===== config.mk =====
export PLATFORM = sky130hd
export DESIGN_NAME = muldiv_iter
export DESIGN_NICKNAME = d
export VERILOG_FILES = /design/src/rtl/muldiv_iter.sv
export SDC_FILE = /design/constraint.sdc
export NUM_CORES = 1
export LEC_CHECK = 0
export ABC_CLOCK_PERIOD_IN_PS = 6800
export BUFFER_PORTS_ARGS = -buffer_cell sky130_fd_sc_hd__clkbuf_2
export CAP_MARGIN = 10
export CORE_ASPECT_RATIO = 0.9
export CORE_UTILIZATION = 56
export DETAILED_ROUTE_END_ITERATION = 10
export GPL_TIMING_DRIVEN = 0
export PLACE_DENSITY = 0.78
export REMOVE_ABC_BUFFERS = 1
export SYNTH_ARGS = -nofsm -noshare
export SYNTH_HDL_FRONTEND = slang
export SYNTH_SLANG_ARGS = --single-unit
export TNS_END_PERCENT = 1

===== constraint.sdc =====
create_clock -name clk -period 6.8 [get_ports clk]
set_input_delay 0.68 -clock clk [delete_from_list [all_inputs] [get_ports clk]]
set_output_delay 0.68 -clock clk [all_outputs]
set_load 0.005 [all_outputs]

===== src/rtl/muldiv_iter.sv =====
// Iterative radix-2 multiply/divide unit for the execute stage.
// MULT/MULTU use shift-add, DIV/DIVU use restoring shift-subtract, both on
// unsigned magnitudes; signs are restored when the result is registered.
// op encoding: 00 MULT, 01 MULTU, 10 DIV, 11 DIVU.
//
// state | meaning
// IDLE  | waiting for start; hi/lo hold the last result
// BUSY  | one radix-2 step per cycle, WIDTH steps in total
// DONE  | hi/lo just written, valid asserted for this one cycle
module muldiv_iter #(
  parameter int unsigned WIDTH = 32
) (
  input  logic             clk,
  input  logic             resetn,
  input  logic             start,
  input  logic [1:0]       op,
  input  logic [WIDTH-1:0] a,
  input  logic [WIDTH-1:0] b,
  input  logic             cancel,
  output logic             stall,
  output logic             valid,
  output logic [WIDTH-1:0] hi,
  output logic [WIDTH-1:0] lo
);

  localparam int unsigned CW = (WIDTH > 1) ? $clog2(WIDTH) : 1;

  typedef enum logic [1:0] {
    S_IDLE = 2'd0,
    S_BUSY = 2'd1,
    S_DONE = 2'd2
  } state_t;

  state_t           state_q;
  logic [CW-1:0]    count_q;
  logic             is_div_q;
  logic             neg_res_q;   // negate product / quotient at the end
  logic             neg_rem_q;   // negate remainder (dividend was negative)
  logic             bzero_q;
  logic [WIDTH-1:0] a_raw_q;     // dividend as presented, for divide-by-zero
  logic [WIDTH-1:0] oper_q;      // multiplicand or divisor magnitude
  logic [WIDTH-1:0] acc_hi_q;    // partial product high / partial remainder
  logic [WIDTH-1:0] acc_lo_q;    // multiplier bits / dividend-quotient bits
  logic             valid_q;
  logic [WIDTH-1:0] hi_q;
  logic [WIDTH-1:0] lo_q;

  logic             in_signed;
  logic             in_div;
  logic             sign_a;
  logic             sign_b;
  logic [WIDTH-1:0] abs_a;
  logic [WIDTH-1:0] abs_b;

  logic [WIDTH:0]   mul_sum;
  logic [WIDTH:0]   div_shift;
  logic [WIDTH:0]   div_trial;
  logic [WIDTH-1:0] step_hi_d;
  logic [WIDTH-1:0] step_lo_d;

  logic [2*WIDTH-1:0] prod_mag;
  logic [2*WIDTH-1:0] prod_fix;
  logic [WIDTH-1:0]   res_hi_d;
  logic [WIDTH-1:0]   res_lo_d;

  // Operand decode: the most-negative value's magnitude still fits unsigned.
  always_comb begin
    in_signed = ~op[0];
    in_div    = op[1];
    sign_a    = in_signed & a[WIDTH-1];
    sign_b    = in_signed & b[WIDTH-1];
    abs_a     = sign_a ? (~a + 1'b1) : a;
    abs_b     = sign_b ? (~b + 1'b1) : b;
  end

  // One radix-2 step on the accumulator pair.
  always_comb begin
    mul_sum   = {1'b0, acc_hi_q} + {1'b0, (acc_lo_q[0] ? oper_q : {WIDTH{1'b0}})};
    div_shift = {acc_hi_q, acc_lo_q[WIDTH-1]};
    div_trial = div_shift - {1'b0, oper_q};
    if (is_div_q) begin
      // Bit WIDTH of the trial is set exactly when the subtraction underflowed.
      step_hi_d = div_trial[WIDTH] ? div_shift[WIDTH-1:0] : div_trial[WIDTH-1:0];
      step_lo_d = {acc_lo_q[WIDTH-2:0], ~div_trial[WIDTH]};
    end else begin
      step_hi_d = mul_sum[WIDTH:1];
      step_lo_d = {mul_sum[0], acc_lo_q[WIDTH-1:1]};
    end
  end

  // Sign correction applied to the final step's output.
  always_comb begin
    prod_mag = {step_hi_d, step_lo_d};
    prod_fix = neg_res_q ? (~prod_mag + 1'b1) : prod_mag;
    if (!is_div_q) begin
      res_hi_d = prod_fix[2*WIDTH-1:WIDTH];
      res_lo_d = prod_fix[WIDTH-1:0];
    end else if (bzero_q) begin
      res_hi_d = a_raw_q;
      res_lo_d = {WIDTH{1'b1}};
    end else begin
      // most-negative / -1 gives magnitude 2^(WIDTH-1); negating wraps back to itself.
      res_hi_d = neg_rem_q ? (~step_hi_d + 1'b1) : step_hi_d;
      res_lo_d = neg_res_q ? (~step_lo_d + 1'b1) : step_lo_d;
    end
  end

  // Stall covers the request cycle and every BUSY cycle.
  always_comb begin
    stall = ((state_q == S_IDLE) & start & ~cancel) | (state_q == S_BUSY);
  end

  // Control FSM with registered result outputs.
  always_ff @(posedge clk) begin
    if (!resetn) begin
      state_q   <= S_IDLE;
      count_q   <= '0;
      is_div_q  <= 1'b0;
      neg_res_q <= 1'b0;
      neg_rem_q <= 1'b0;
      bzero_q   <= 1'b0;
      a_raw_q   <= '0;
      oper_q    <= '0;
      acc_hi_q  <= '0;
      acc_lo_q  <= '0;
      valid_q   <= 1'b0;
      hi_q      <= '0;
      lo_q      <= '0;
    end else begin
      valid_q <= 1'b0;
      if (cancel) begin
        state_q <= S_IDLE;
      end else begin
        case (state_q)
          S_IDLE: begin
            if (start) begin
              state_q   <= S_BUSY;
              count_q   <= CW'(WIDTH - 1);
              is_div_q  <= in_div;
              neg_res_q <= sign_a ^ sign_b;
              neg_rem_q <= sign_a;
              bzero_q   <= (b == '0);
              a_raw_q   <= a;
              acc_hi_q  <= '0;
              if (in_div) begin
                oper_q   <= abs_b;
                acc_lo_q <= abs_a;
              end else begin
                oper_q   <= abs_a;
                acc_lo_q <= abs_b;
              end
            end
          end
          S_BUSY: begin
            acc_hi_q <= step_hi_d;
            acc_lo_q <= step_lo_d;
            if (count_q == '0) begin
              state_q <= S_DONE;
              valid_q <= 1'b1;
              hi_q    <= res_hi_d;
              lo_q    <= res_lo_d;
            end else begin
              count_q <= count_q - CW'(1);
            end
          end
          S_DONE: begin
            state_q <= S_IDLE;
          end
          default: begin
            state_q <= S_IDLE;
          end
        endcase
      end
    end
  end

  assign valid = valid_q;
  assign hi    = hi_q;
  assign lo    = lo_q;

endmodule


==> results.md <==
- Outcome: completed
- Vias in the first global route: 16802
- Top-count cell post-synth: nand2_1
- Starting Density: 0.5741
- GR Util All Layers: 0.3656
- YS warnings: 0
- Crit Path Max Fanout: 5
- DRC viols: 0
- ANT nets after route: 0
- Initial antenna violation count: 1
- Synth cell count leaders: nand2_1, a21oi_1, nor2_1, dfxtp_1, o21ai_0
- # H-tree levels: 1
- Tot Pwr: 3.584 mW
- CTS Hold Bufs: 0
- Max transition margin: 0.1233
- Pin count of the biggest net entering global routing: 112
- Avg WL per Cell: 21.06 um
- Final GP Congestion: 0.9659
- CP Capture Type: flip-flop
- I/O Buffers: 135
- Post-synth EDFFs: 0
- Worst path arrival time: 7150 ps
- Die area: 31570 sq um
- Clock Skew: 12.90 ps
- Setup crit start kind: flip-flop
- Syn-to-layout area delta: 11.65%
- Die Width: 187.2 um
- Synth unique cells: 95
- DIE HEIGHT: 168.7 um
- Hold Vio Cnt, Final: 0
- Synth area leaders: dfxtp_1, a21oi_1, nand2_1, xnor2_1, o21ai_0
- Sequential area share after synthesis: 0.2363
- Synth async-reset ratio: 0
- Max Clock Freq: 148.3 MHz
- Biggest area consumer among synthesized cells: dfxtp_1
- First-pass GRT wire length: 92.60 mm
- Hold Path Class: primary input to flip-flop
- I/O pin count: 136
- Worst Path Required: 7210 ps
- Post-DP HPWL: 44.66 mm
- # nets final: 2562
- MaxCap Viol Count: 0
- Fraction of layout cells with a size suffix above 1: 0.1280
- Max-slew violation count: 0
- # rows: 60
- Drt via density: 6.587
- Kind of critical path: flip-flop to flip-flop
- Post-Syn Area: 17280 sq um
- Synth Area per Inst: 7.240 sq um
- Diodes inserted: 0
- Synth top area share: 0.2363
- Cell area power density: 185.8 nW/um^2
- Total Routed Length: 59.84 mm
- CTS max path bufs: 3
- Num Clock Sinks: 204
- Drt first pass iters: 7
- Post-Route Setup TNS: 0 ps
- Reg clk slew, reported paths: 60 ps
- Root buf cell: clkbuf_16
- DR iter-0 viols: 2282
- Tmin final: 6743 ps
- Post-synthesis sequential element count: 204
- Leak pwr: 7.716 nW
- Clock Latency Late Sink: 530 ps
- Primary FF master, synth: dfxtp_1
- Worst vdd ir: 198.5 uV
- GRT overflow: 0
- Setup ws final: 56.93 ps
- Slew of the pin with the lowest slew margin: 1282 ps
- Core ar.: 30100 sq um
- Cells after Synth: 2387
- Final setup viols: 0
- Post-placement cell area: 18210 sq um
- Tcrit/Tclk final: 0.9916
- TritonCTS clock tree: done
- Final instance area: 19290 sq um
- TritonCTS Buffers: 24
- Dpl ws: -1426 ps
- Vias: 18714
metal layers:
layer / vias to the layer above / GRT usage / wire length, um
met5: - / 0 / 0
met2: 1025 / 0.5751 / 26030
li1: 8705 / - / -
met1: 8820 / 0.4965 / 25020
met3: 164 / 0.05598 / 6029
met4: 0 / 0.1572 / 2765
sequential cells by signal, indices dropped and copies added, names as in the netlist, 2 cells and up:
register,count
acc_lo_q,32
a_raw_q,32
hi,32
count_q,5
state_q,2
oper_q,32
acc_hi_q,32
lo,32
path summary, 6_finish.rpt:
| check | startpoint | endpoint | slack [ps] | depth (start not counted) |
|---|---|---|---|---|
| max reg2reg | acc_lo_q[31]$_SDFFE_PN0P_ | hi[30]$_SDFFE_PN0P_ | 60 | 25 |
| min reg2reg | a_raw_q[25]$_SDFFE_PN0P_ | a_raw_q[25]$_SDFFE_PN0P_ | 450 | 2 |
| max | acc_lo_q[31]$_SDFFE_PN0P_ | hi[30]$_SDFFE_PN0P_ | 60 | 25 |
| min | a[1] | a_raw_q[1]$_SDFFE_PN0P_ | 430 | 3 |
timing repair:
| item | in CTS | in global routing |
|---|---|---|
| pin swaps | 3 | 5 |
| setup endpoints to repair | 16 | 3 |
| gates resized for setup | 28 | 12 |
| setup buffers | 3 | 3 |
critical path, cell delays in order (launching register included):
cell	delay [ps]
dfxtp_4	400
inv_1	80
ha_1	180
inv_1	60
fa_2	380
a211oi_2	280
o211ai_1	190
and4bb_4	300
o21ai_4	160
a211o_4	200
nor2_1	100
a21o_1	210
inv_1	80
ha_1	150
nand2_1	120
or4_4	590
or4_4	520
or2_4	290
or3_4	390
nand2b_4	200
or4_4	460
or4_4	560
o31ai_2	220
xor2_1	180
o2111ai_1	140
o211a_1	160
cell usage in the layout, fill, tap and decap left out, drive strengths merged, types with 10 or more instances in the layout:
cell type,instances
a21oi,238
nand3,42
a311oi,11
nor2,234
ha,70
nor2b,15
or2,10
a221oi,12
or4,11
nor4,18
a22oi,24
a31oi,18
xnor2,102
mux2,20
a222oi,13
or3,29
and3,17
o211ai,57
a211o,13
and2,49
a211oi,43
o21a,21
o221ai,10
nand2,308
clkbuf,167
o211a,11
o31ai,23
nand4,19
inv,67
o21ai,181
mux2i,44
xor2,79
a21o,29
dfxtp,204
buf,36
nor3,61
nand2b,22
kinds of logic after synthesis:
kind of cell	count (synthesis)	share of synthesized area
adders and majority gates	72	0.05300
buffers and inverters	232	0.06045
and+or+nand+nor	861	0.2322
DFF	204	0.2363
AOI/OAI and AO/OA	773	0.2876
xor gates and xnor gates	181	0.09173
muxes	64	0.03873
stage by stage:
step	hold slack, ps	utilization	cells
after floorplan	431.2	-	2223
after global placement	440.0	0.5870	2761
after detailed placement	445.3	0.6048	2788
after CTS	415.1	0.6366	2835
after global routing	445.4	0.6409	2841
final	427.8	0.6409	2841
where the power goes:
group	internal [mW]	switching [mW]	total, mW
registers	1.24	0.0575	1.30
clock network	0.820	0.551	1.37
logic	0.344	0.569	0.913
total	2.41	1.18	3.58
area by class of cell:
cell class	instances	area (sq um)
multi-input combinational	1951	12330
fill	2653	10810
sequential	204	4100
timing repair buffer	171	1271
clock buffer	32	681.9
tap	403	504.2
inverter	68	260.3
clock inverter	12	147.6
No activity file was read; power rests on OpenSTA's default activity.
